File: config.mk
export PLATFORM = sky130hd
export DESIGN_NAME = reg64_write_arbiter_flat
export DESIGN_NICKNAME = d
export VERILOG_FILES = /design/src/rtl/reg64_write_arbiter_pkg.sv /design/src/rtl/reg64_write_arbiter_if.sv /design/src/rtl/reg64_write_arbiter_rr_pick.sv /design/src/rtl/reg64_write_arbiter.sv /design/src/flat_wrapper.sv
export SDC_FILE = /design/constraint.sdc
export NUM_CORES = 1
export LEC_CHECK = 0
export CORE_AREA = 2 2 130 132
export CTS_CLUSTER_SIZE = 24
export DETAILED_ROUTE_END_ITERATION = 6
export DIE_AREA = 0 0 132 134
export GPL_TIMING_DRIVEN = 0
export HOLD_SLACK_MARGIN = 0.06
export PLACE_DENSITY = 0.85
export SYNTH_ARGS = -nofsm -noshare
export SYNTH_HDL_FRONTEND = slang
export SYNTH_SLANG_ARGS = --single-unit
File: constraint.sdc
create_clock -name clk -period 7.2 [get_ports clk]
set_clock_uncertainty 0.1 [all_clocks]
set_input_delay 2.16 -clock clk [delete_from_list [all_inputs] [get_ports clk]]
set_output_delay 2.16 -clock clk [all_outputs]
set_load 0.005 [all_outputs]
File: src/rtl/reg64_write_arbiter_pkg.sv
// Shared types and width helpers for the
// 64-bit register write arbiter.
package reg_arb_pkg;

  typedef enum logic [1:0] {
    S_IDLE  = 2'd0,
    S_ACK   = 2'd1,
    S_ACK_L = 2'd2,
    S_OWNED = 2'd3
  } arb_state_e;

  function automatic int idx_w(input int n);
    return (n > 1) ? $clog2(n) : 1;
  endfunction

  function automatic int cnt_w(input int m);
    return $clog2(m + 1);
  endfunction

endpackage

File: src/rtl/reg64_write_arbiter_if.sv
// Writer-side bundle of the register arbiter:
// requests, lock hints, data, grants and status.
interface reg64_write_arbiter_if
  import reg_arb_pkg::*;
#(
  parameter int NUM_REQ = 4,
  parameter int DATA_W  = 64
);
  localparam int OWN_W = idx_w(NUM_REQ);

  logic [NUM_REQ-1:0]        req;
  logic [NUM_REQ-1:0]        req_lock;
  logic [NUM_REQ*DATA_W-1:0] req_data;
  logic [NUM_REQ-1:0]        gnt;
  logic [DATA_W-1:0]         reg_q;
  logic [OWN_W-1:0]          owner;
  logic                      busy;
  logic                      locked;

  modport master (
    output req,
    output req_lock,
    output req_data,
    input  gnt,
    input  reg_q,
    input  owner,
    input  busy,
    input  locked
  );

  modport slave (
    input  req,
    input  req_lock,
    input  req_data,
    output gnt,
    output reg_q,
    output owner,
    output busy,
    output locked
  );

endinterface

File: src/rtl/reg64_write_arbiter_rr_pick.sv
// Round-robin picker: first set request at or
// after ptr, wrapping modulo N.
module rr_pick
  import reg_arb_pkg::*;
#(
  parameter int N  = 4,
  parameter int IW = idx_w(N)
) (
  input  logic [N-1:0]  req,
  input  logic [IW-1:0] ptr,
  output logic [IW-1:0] idx,
  output logic          found
);

  // Scan from farthest to nearest so the
  // closest hit to ptr is the last one kept.
  always_comb begin
    idx   = '0;
    found = 1'b0;
    for (int k = N - 1; k >= 0; k--) begin
      if (req[(int'(ptr) + k) % N]) begin
        idx   = IW'((int'(ptr) + k) % N);
        found = 1'b1;
      end
    end
  end

endmodule

File: src/rtl/reg64_write_arbiter.sv
// Owns one shared register; round-robin writers
// with optional bounded lock bursts.
module reg64_write_arbiter
  import reg_arb_pkg::*;
#(
  parameter int NUM_REQ  = 4,
  parameter int DATA_W   = 64,
  parameter int MAX_LOCK = 4
) (
  input  logic clk,
  input  logic reset,
  reg64_write_arbiter_if.slave bus
);

  localparam int OWN_W = idx_w(NUM_REQ);
  localparam int CW    = cnt_w(MAX_LOCK);

  arb_state_e          state_q;
  arb_state_e          state_d;
  logic [DATA_W-1:0]   reg_q;
  logic [NUM_REQ-1:0]  gnt_q;
  logic [OWN_W-1:0]    owner_q;
  logic [OWN_W-1:0]    rr_q;
  logic [CW-1:0]       cnt_q;

  logic                wr;
  logic [OWN_W-1:0]    wr_idx;
  logic [OWN_W-1:0]    rr_next;
  logic [OWN_W-1:0]    pick_idx;
  logic                pick_found;

  rr_pick #(
    .N  (NUM_REQ),
    .IW (OWN_W)
  ) u_pick (
    .req   (bus.req),
    .ptr   (rr_q),
    .idx   (pick_idx),
    .found (pick_found)
  );

  always_comb begin
    state_d = state_q;
    wr      = 1'b0;
    wr_idx  = pick_idx;
    unique case (state_q)
      S_IDLE: begin
        if (pick_found) begin
          wr = 1'b1;
          if (bus.req_lock[pick_idx] && MAX_LOCK > 1)
            state_d = S_ACK_L;
          else
            state_d = S_ACK;
        end
      end
      S_ACK:   state_d = S_IDLE;
      S_ACK_L: state_d = S_OWNED;
      S_OWNED: begin
        wr_idx = owner_q;
        if (bus.req[owner_q]) begin
          wr = 1'b1;
          if (bus.req_lock[owner_q] &&
              int'(cnt_q) + 1 < MAX_LOCK)
            state_d = S_ACK_L;
          else
            state_d = S_ACK;
        end else if (!bus.req_lock[owner_q]) begin
          state_d = S_IDLE;
        end
      end
      default: state_d = S_IDLE;
    endcase
  end

  assign rr_next =
    (wr_idx == OWN_W'(NUM_REQ - 1)) ?
    '0 : wr_idx + OWN_W'(1);

  always_ff @(posedge clk or posedge reset) begin
    if (reset) begin
      state_q <= S_IDLE;
      reg_q   <= '0;
      gnt_q   <= '0;
      owner_q <= '0;
      rr_q    <= '0;
      cnt_q   <= '0;
    end else begin
      state_q <= state_d;
      gnt_q   <= '0;
      if (wr) begin
        reg_q   <= bus.req_data[int'(wr_idx)*DATA_W +: DATA_W];
        gnt_q   <= NUM_REQ'(1) << wr_idx;
        owner_q <= wr_idx;
        // Pointer only advances on fresh arbitration;
        // during a burst it already points past owner.
        if (state_q == S_IDLE) begin
          rr_q  <= rr_next;
          cnt_q <= CW'(1);
        end else if (cnt_q < CW'(MAX_LOCK)) begin
          cnt_q <= cnt_q + CW'(1);
        end
      end
    end
  end

  assign bus.gnt    = gnt_q;
  assign bus.reg_q  = reg_q;
  assign bus.owner  = owner_q;
  assign bus.busy   = (state_q != S_IDLE);
  assign bus.locked = (state_q == S_ACK_L) ||
                      (state_q == S_OWNED);

endmodule

File: src/flat_wrapper.sv
// flat-port wrapper written by rule: the top's interface ports become plain ports
module reg64_write_arbiter_flat import reg_arb_pkg::*;
#(
  parameter int NUM_REQ  = 4,
  parameter int DATA_W   = 64,
  parameter int MAX_LOCK = 4
)
  (clk, reset, bus_req, bus_req_lock, bus_req_data, bus_gnt, bus_reg_q, bus_owner, bus_busy, bus_locked);
  reg64_write_arbiter_if #(.NUM_REQ(NUM_REQ), .DATA_W(DATA_W)) bus_i ();
  input  logic clk;
  input  logic reset;
  input wire logic [$bits(bus_i.req)-1:0] bus_req;
  input wire logic [$bits(bus_i.req_lock)-1:0] bus_req_lock;
  input wire logic [$bits(bus_i.req_data)-1:0] bus_req_data;
  output wire logic [$bits(bus_i.gnt)-1:0] bus_gnt;
  output wire logic [$bits(bus_i.reg_q)-1:0] bus_reg_q;
  output wire logic [$bits(bus_i.owner)-1:0] bus_owner;
  output wire logic [$bits(bus_i.busy)-1:0] bus_busy;
  output wire logic [$bits(bus_i.locked)-1:0] bus_locked;
  assign bus_i.req = bus_req;
  assign bus_i.req_lock = bus_req_lock;
  assign bus_i.req_data = bus_req_data;
  assign bus_gnt = bus_i.gnt;
  assign bus_reg_q = bus_i.reg_q;
  assign bus_owner = bus_i.owner;
  assign bus_busy = bus_i.busy;
  assign bus_locked = bus_i.locked;
  reg64_write_arbiter #(.NUM_REQ(NUM_REQ), .DATA_W(DATA_W), .MAX_LOCK(MAX_LOCK)) u_core (.clk(clk), .reset(reset), .bus(bus_i));
endmodule
==> results of run 1 <==
worst min-delay path by stage:
stage	from	endpoint
5_1_grt	u_core.bus.reg_q[3]	u_core.bus.reg_q[3]
2_1_floorplan	u_core.rr_q[0]	u_core.rr_q[0]
3_3_place_gp	u_core.bus.reg_q[5]	u_core.bus.reg_q[5]
4_1_cts	u_core.bus.reg_q[55]	u_core.bus.reg_q[55]
6_report	u_core.bus.reg_q[17]	u_core.bus.reg_q[17]
3_5_place_dp	u_core.state_q[0]	u_core.state_q[0]
state kept, by name, summed over array words and instances (netlist names):
register	count
u_core.state_q	2
u_core.rr_q	2
u_core.bus.gnt	4
u_core.bus.owner	2
u_core.bus.reg_q	64
u_core.cnt_q	3
tightest hold or removal path, delay by kind of cell, from the launching register on:
family | cells | cell delay [ns]
AOI/OAI and AO/OA | 1 | 0.04
and+or+nand+nor | 1 | 0.10
DFF | 1 | 0.37
where the power goes:
part	internal [mW]	total [mW]	switching [mW]
combinational	1.14	2.53	1.38
clock	0.342	0.535	0.194
sequential	0.666	0.802	0.136
total	2.15	3.86	1.71
cells in the mapped netlist, types with 7 or more instances:
library cell               count
sky130_fd_sc_hd__inv_1        12
sky130_fd_sc_hd__a22oi_1      66
sky130_fd_sc_hd__a31oi_1      63
sky130_fd_sc_hd__clkbuf_1     35
sky130_fd_sc_hd__o22ai_1      66
sky130_fd_sc_hd__dfrtp_1      77
sky130_fd_sc_hd__o21ai_0      20
sky130_fd_sc_hd__nand2_1      14
sky130_fd_sc_hd__nor3_1       64
sky130_fd_sc_hd__nor2_1      133
sky130_fd_sc_hd__buf_2        20
sky130_fd_sc_hd__o21ai_1      50
sky130_fd_sc_hd__a21oi_1       7
sky130_fd_sc_hd__buf_4         8
layout make-up:
type / instances / area [µm²]
Clock buffer: 13 / 280
Fill cell: 1473 / 6930
Buffer: 72 / 348
Tap cell: 220 / 275
Multi-Input combinational cell: 531 / 3020
Clock inverter: 3 / 65.1
Sequential cell: 77 / 1930
Timing Repair Buffer: 338 / 3400
Inverter: 12 / 47.5
routing by layer:
| layer | share of wire | GRT usage |
|---|---|---|
| met1 | 0.40 | 0.343 |
| met2 | 0.48 | 0.447 |
| met3 | 0.084 | 0.0676 |
| met4 | 0.035 | 0.116 |
| met5 | 0 | 0 |
per-stage QoR:
| step | util | hold slack, ns | worst slack, ns | total power, mW |
|---|---|---|---|---|
| floorplan | - | 0.395 | 2.97 | 2.22 |
| global placement | 0.552 | 0.429 | 1.57 | 3.23 |
| detailed placement | 0.554 | 0.439 | 2.35 | 3.30 |
| CTS | 0.575 | 0.452 | 2.72 | 3.84 |
| global route | 0.575 | 0.478 | 2.48 | 4.15 |
| finish | 0.575 | 0.449 | 2.67 | 3.86 |
cell families after synthesis:
| family | count (synthesis) |
|---|---|
| fa+ha+maj | 6 |
| compound gates | 287 |
| simple gates | 231 |
| mux | 7 |
| buf+inv | 84 |
| flops | 77 |
==> impl_table.tex, run 1 <==
\begin{tabular}{lr}
\hline
Metric & Value \\
\hline
\multicolumn{2}{l}{\textbf{Status}} \\
Run status & finished clean \\
\multicolumn{2}{l}{\textbf{GRT}} \\
Number of antenna violations at the first check in global routing & 0 \\
Total gr overflow & 0 \\
Wire length of the first global-routing pass & around 38000 µm \\
Maximum number of pins on one net before global-route repair & 52 \\
GRT Util Overall & 0.273 \\
Via count of the first global-routing pass & 7082 \\
\multicolumn{2}{l}{\textbf{STA}} \\
Worst-Margin Slew & between 0.8 and 0.9 ns \\
RSZ-0062 raised after global routing & false \\
Number of slew-limit violations in the final report & 0 \\
Maximum clock rate & roughly 220 MHz \\
Relative slew margins & 0.459 \\
Final Hold Violating Endpoints & 0 \\
Total negative slack for setup checks & 0 ns \\
Clock period minus worst slack & around 4.5 ns \\
Period utilization & 0.629 \\
Total setup violations reported at the end of the flow & 0 \\
\multicolumn{2}{l}{\textbf{Place}} \\
Instance count after placement with tap cells included & between 1k and 1.5k \\
Placed Area & 9020 µm² \\
IO Port Bufs & $\sim$340 \\
Half-perimeter wire length after placement & between 15000 and 20000 µm \\
RePlAce Congestion & 0.895 \\
\multicolumn{2}{l}{\textbf{Synthesis}} \\
Leading cell types by total area after synthesis & sky130\_fd\_sc\_hd\_\_dfrtp\_1 (36\%), sky130\_fd\_sc\_hd\_\_nor2\_1 (9.4\%), sky130\_fd\_sc\_hd\_\_a22oi\_1 (9.3\%) \\
Post-synthesis instance area & between 5000 and 6000 µm² \\
Largest area contributor in the synthesized netlist & sky130\_fd\_sc\_hd\_\_dfrtp\_1 \\
Count of flip-flops with a built-in enable after synthesis & 0 \\
Fraction of the mapped netlist area in compound gates & 0.343 \\
Simple-gate portion of the synthesized area & 0.190 \\
Dominant combinational cell family by area after synthesis & compound AO/OA/AOI/OAI gates \\
Ys async rst share & 1.00 \\
Post-synthesis net count & a little under 1k \\
Unique cell type count in the Yosys netlist & 47 \\
Post-synthesis share of cell area spent on xor and xnor gates & 0 \\
Number of instances in the synthesized netlist & 692 \\
Avg Cell Area, Syn & a little under 8 µm² \\
Most used DFF post-synth & sky130\_fd\_sc\_hd\_\_dfrtp\_1 \\
Share of Yosys cell area claimed by the top area cell type & 0.361 \\
Synth Register Bits & 77 \\
Share of the yosys chip area belonging to registers & 0.361 \\
Arithmetic-cell share of the synthesized area counting full adders, half adders and majority gates & 0.0141 \\
Fraction of synthesized area in multiplexers & 0.0183 \\
Warning count from the yosys run & 0 \\
\multicolumn{2}{l}{\textbf{Route}} \\
WL/cell & 19.4 µm \\
Post-route ant nets & 0 \\
Number of iterations in the first detailed-routing pass & 7 \\
Number of remaining DRC errors & 0 \\
Number of vias after detailed routing & between 7k and 8k \\
Number of DRC violations after detailed-routing iteration 0 & 421 \\
Routed wire length & 24600 µm \\
Vias per inst & 5.63 \\
\multicolumn{2}{l}{\textbf{Worst setup path}} \\
Kind of end point of the critical path & flip-flop \\
Last element of the critical path & u\_core.bus.reg\_q[33] \\
Arrival @ worst endpoint & roughly 4.6 ns \\
Req. time, crit path & approximately 7.3 ns \\
Worst reg-to-reg setup slack & about 4.3 ns \\
Start of the worst register-to-register path & u\_core.state\_q[0] \\
RR Endpoint & u\_core.bus.reg\_q[42] \\
Crit-path max cell delay & around 0.57 ns \\
Startpoint class of the critical path & input port \\
Slowest cell on crit path & sky130\_fd\_sc\_hd\_\_clkdlybuf4s50\_1 \\
Worst Setup SP & bus\_req[2] \\
Family of cells with the greatest summed delay on the critical path & compound AO/OA/AOI/OAI gates \\
Combined buffer and inverter count along the critical path & 2 \\
Critical path type & in -> reg \\
Worst Path Max Fanout & 10 \\
Path depth of the worst reg2reg path & 7 \\
Crit-path cells & clkdlybuf4s50\_1 -> nor2b\_1 -> a211oi\_1 -> o21ai\_2 -> clkbuf\_1 -> o22ai\_1 -> o21ai\_1 -> a31oi\_1 \\
Critical path depth in cells & 8 \\
\multicolumn{2}{l}{\textbf{Finish}} \\
Number of antenna cells inserted & 0 \\
Commonest cells after routing, fill and taps aside & sky130\_fd\_sc\_hd\_\_clkdlybuf4s50\_1 (337), sky130\_fd\_sc\_hd\_\_nor2\_1 (133), sky130\_fd\_sc\_hd\_\_dfrtp\_1 (77) \\
Most common library cell in the layout ignoring fill and taps & sky130\_fd\_sc\_hd\_\_clkdlybuf4s50\_1 \\
Proportion of layout cells with a drive suffix above 1 & 0.0583 \\
Synth-to-layout area growth & 75.4\% \\
Final \#Nets & between 1k and 1.5k \\
Count of placed standard cells in the final layout, fillers left out & roughly 1.3k \\
Final Instance Area & 9360 µm² \\
\multicolumn{2}{l}{\textbf{CTS}} \\
Clk\_lat worst skew & roughly 0.34 ns \\
Number of buffers between clock root and the deepest sink & 2 \\
Number of cells upsized or downsized after cts & 0 \\
H-tree level count & 3 \\
TritonCTS Sinks & between 70 and 80 \\
TritonCTS clock tree & built \\
Setup bufs post-CTS & 0 \\
Number of buffers inserted by hold repair at cts & 0 \\
Root buffer cell & sky130\_fd\_sc\_hd\_\_clkbuf\_16 \\
Num CTS Buffers & 9 \\
Reg clk slew, reported paths & about 0.060 ns \\
\multicolumn{2}{l}{\textbf{Power}} \\
Static leakage power & 3.50 nW \\
Power Dens Cells & $\sim$410 nW/µm² \\
Worst VDD drop & 0.212 mV \\
\multicolumn{2}{l}{\textbf{Die}} \\
Die height & around 130 µm \\
Die width & about 130 µm \\
DIE AREA & about 18000 µm² \\
Floorplan row count & between 40 and 50 \\
Boundary pin count & 338 \\
Core ar. & approximately 16000 µm² \\
Starting utilization of the core area & 0.328 \\
\multicolumn{2}{l}{\textbf{Worst hold path}} \\
Instance count along the most critical hold path & 2 \\
Hold Path Class & reg -> reg \\
\multicolumn{2}{l}{\textbf{Run}} \\
Reported max-cap violation count & 0 \\
\hline
\end{tabular}
(Power assumes the default switching activity.)
==> run 2, diff against run 1 <==
--- a/config.mk
+++ b/config.mk
@@ -5,13 +5,13 @@
 export SDC_FILE = /design/constraint.sdc
 export NUM_CORES = 1
 export LEC_CHECK = 0
-export CORE_AREA = 2 2 130 132
+export CORE_AREA = 2 2 133 135
 export CTS_CLUSTER_SIZE = 24
 export DETAILED_ROUTE_END_ITERATION = 6
-export DIE_AREA = 0 0 132 134
+export DIE_AREA = 0 0 135 137
 export GPL_TIMING_DRIVEN = 0
 export HOLD_SLACK_MARGIN = 0.06
-export PLACE_DENSITY = 0.85
+export PLACE_DENSITY = 0.83
 export SYNTH_ARGS = -nofsm -noshare
 export SYNTH_HDL_FRONTEND = slang
 export SYNTH_SLANG_ARGS = --single-unit
==> constraint.sdc (replaced) <==
create_clock -name clk -period 4.67 [get_ports clk]
set_clock_uncertainty 0.1 [all_clocks]
set_input_delay 1.401 -clock clk [delete_from_list [all_inputs] [get_ports clk]]
set_output_delay 1.401 -clock clk [all_outputs]
set_load 0.005 [all_outputs]
==> run 2 against run 1 <==
Utilization fell by 2.8 points. Combinational power increased by 53%. Total power is 51% higher. Setup slack worse by 1.8 ns.
==> impl_table.tex, run 2 (synthesized netlist as in run 1, its figures left out) <==
\begin{tabular}{lr}
\hline
Metric & Value \\
\hline
\multicolumn{2}{l}{\textbf{Finish}} \\
Final \#Nets & 1313 (unchanged) \\
Area of the multi-input gates & 3020 µm² (unchanged) \\
Final Instance Area & 9330 µm² (-0.40\%) \\
Fill cells & 1582 (+7.4\%) \\
Proportion of layout cells with a drive suffix above 1 & 0.0565 (-0.00186) \\
Register bank with the most flops & u\_core.bus.reg\_q \\
Most common library cell in the layout ignoring fill and taps & sky130\_fd\_sc\_hd\_\_clkdlybuf4s50\_1 \\
Max FFs per register & 64 (unchanged) \\
Number of antenna cells inserted & 0 (unchanged) \\
Synth-to-layout area growth & 74.7\% \\
Commonest cells after routing, fill and taps aside & sky130\_fd\_sc\_hd\_\_clkdlybuf4s50\_1 (337), sky130\_fd\_sc\_hd\_\_nor2\_1 (133), sky130\_fd\_sc\_hd\_\_dfrtp\_1 (77) \\
Final cell utilization of the core & 0.547 (-0.0280) \\
Storage cell area & 1930 µm² (unchanged) \\
Count of placed standard cells in the final layout, fillers left out & 1270 (+0.32\%) \\
\multicolumn{2}{l}{\textbf{GRT}} \\
Wire length of the first global-routing pass & 37000 µm (-2.9\%) \\
Total gr overflow & 0 (unchanged) \\
GRT Util Overall & 0.257 (-0.0161) \\
Maximum number of pins on one net before global-route repair & 50 (-3.8\%) \\
Via count of the first global-routing pass & 6911 (-2.4\%) \\
Number of antenna violations at the first check in global routing & 1 (+1) \\
\multicolumn{2}{l}{\textbf{Die}} \\
Die height & 137 µm (+2.2\%) \\
Die width & 135 µm (+2.3\%) \\
DIE AREA & 18500 µm² (+4.6\%) \\
Core ar. & 17100 µm² (+4.7\%) \\
Starting utilization of the core area & 0.313 (-0.0147) \\
Boundary pin count & 338 (unchanged) \\
Floorplan row count & 48 (+2.1\%) \\
\multicolumn{2}{l}{\textbf{CTS}} \\
H-tree level count & 3 (unchanged) \\
Number of cells upsized or downsized after cts & 0 (unchanged) \\
Root buffer cell & sky130\_fd\_sc\_hd\_\_clkbuf\_16 \\
Reg clk slew, reported paths & 0.07 ns (about the same) \\
TritonCTS clock tree & built \\
TritonCTS Sinks & 77 (unchanged) \\
Setup bufs post-CTS & 0 (unchanged) \\
Clk\_lat worst skew & 0.33 ns (about the same) \\
Num CTS Buffers & 9 (unchanged) \\
Number of buffers between clock root and the deepest sink & 2 (unchanged) \\
Number of buffers inserted by hold repair at cts & 0 (unchanged) \\
\multicolumn{2}{l}{\textbf{Route}} \\
Number of iterations in the first detailed-routing pass & 5 (-2) \\
Number of vias after detailed routing & 7010 (-1.6\%) \\
Number of remaining DRC errors & 0 (unchanged) \\
Number of DRC violations after detailed-routing iteration 0 & 599 (+42\%) \\
Vias per inst & 5.52 (-1.9\%) \\
WL/cell & 19.3 µm (-0.86\%) \\
Routed wire length & 24500 µm (-0.55\%) \\
Post-route ant nets & 0 (unchanged) \\
\multicolumn{2}{l}{\textbf{Power}} \\
Pint & 3.23 mW (+50\%) \\
Total power draw & 5.83 mW (+51\%) \\
Power share of the combinational group & 0.663 (+0.009) \\
Proportion of power drawn by flip-flops and latches & 0.211 (+0.003) \\
Worst VDD drop & 0.279 mV (+32\%) \\
Switching part of the total power & 0.447 (+0.00319) \\
Clock share of power & 0.126 (-0.013) \\
Static leakage power & 3.47 nW (-0.89\%) \\
Switching power & 2.61 mW (+52\%) \\
Power Dens Cells & 626 nW/µm² (+52\%) \\
\multicolumn{2}{l}{\textbf{Worst hold path}} \\
Hold Path Class & reg -> reg \\
Instance count along the most critical hold path & 1 (-1) \\
\multicolumn{2}{l}{\textbf{STA}} \\
Number of slew-limit violations in the final report & 0 (unchanged) \\
Relative slew margins & 0.451 (-0.00797) \\
Worst hold margin & 0.449 ns (-0.000520 ns) \\
RSZ-0062 raised after global routing & false \\
Total setup violations reported at the end of the flow & 0 (unchanged) \\
Period utilization & 0.810 \\
Final critical-path setup slack & 0.885 ns (-1.79 ns) \\
Maximum clock rate & around 260 MHz \\
Worst-Margin Slew & 0.823 ns (+0.0118 ns) \\
Clock period minus worst slack & around 3.8 ns \\
Final Hold Violating Endpoints & 0 (unchanged) \\
Total negative slack for setup checks & 0 ns (unchanged) \\
\multicolumn{2}{l}{\textbf{Worst setup path}} \\
Combined buffer and inverter count along the critical path & 2 (unchanged) \\
Family of cells with the greatest summed delay on the critical path & compound AO/OA/AOI/OAI gates \\
Crit-path max cell delay & 0.59 ns (+0.02 ns) \\
Critical path type & in -> reg \\
Path depth of the worst reg2reg path & 7 (unchanged) \\
Crit-path cells & clkdlybuf4s50\_1 -> nor2b\_1 -> a211oi\_1 -> o21ai\_2 -> clkbuf\_1 -> o22ai\_1 -> o21ai\_1 -> a31oi\_1 \\
Arrival @ worst endpoint & 3.88 ns (-0.74 ns) \\
Worst reg-to-reg setup slack & 1.87 ns (-2.47 ns) \\
Startpoint class of the critical path & input port \\
Kind of end point of the critical path & flip-flop \\
Slowest cell on crit path & sky130\_fd\_sc\_hd\_\_o21ai\_2 \\
Worst Path Max Fanout & 10 (unchanged) \\
Req. time, crit path & 4.77 ns (-2.52 ns) \\
Critical path depth in cells & 8 (unchanged) \\
\multicolumn{2}{l}{\textbf{Place}} \\
Placed Area & 9020 µm² (about the same) \\
RePlAce Congestion & 0.891 (-0.40\%) \\
Worst setup slack after placement & 0.563 ns (-1.78 ns) \\
IO Port Bufs & 337 (unchanged) \\
Instance count after placement with tap cells included & 1255 (+0.40\%) \\
Half-perimeter wire length after placement & 18800 µm (+0.44\%) \\
\multicolumn{2}{l}{\textbf{Status}} \\
Run status & finished clean \\
\multicolumn{2}{l}{\textbf{Run}} \\
Reported max-cap violation count & 0 (unchanged) \\
\hline
\end{tabular}
[run 2: metal layers]
metal	track usage	vias up	routed length, µm
met2	0.421	339	11900
met1	0.329	3311	10100
met4	0.113	0	785
li1	-	3302	-
met3	0.0500	58	1730
met5	0	-	0
[run 2: area by class of cell]
class,count,share of cell area
Clock inverter,3,0.00483
Timing Repair Buffer,338,0.365
Sequential cell,77,0.207
Clock buffer,12,0.0275
Inverter,12,0.00510
Multi-Input combinational cell,531,0.324
Tap cell,225,0.0302
Buffer,72,0.0373
[run 2: path summary, 6_finish.rpt]
| check | from | end |
|---|---|---|
| max | bus_req[2] | u_core.bus.reg_q[31] |
| min | u_core.state_q[0] | u_core.state_q[0] |
| max reg2reg | u_core.state_q[1] | u_core.bus.reg_q[63] |
| min reg2reg | u_core.state_q[0] | u_core.state_q[0] |
| max in group asynchronous | reset | u_core.bus.reg_q[55] |
| min in group asynchronous | reset | u_core.bus.reg_q[27] |
[run 2: power groups by stage]
stage          clock network [mW]  logic, mW  registers [mW]
6_report                    0.738       3.87            1.23
5_1_grt                     0.771       4.25            1.27
4_1_cts                     0.752       3.85            1.23
3_5_place_dp                    0       3.84            1.24
3_3_place_gp                    0       3.75            1.22
2_1_floorplan                   0       2.19            1.24
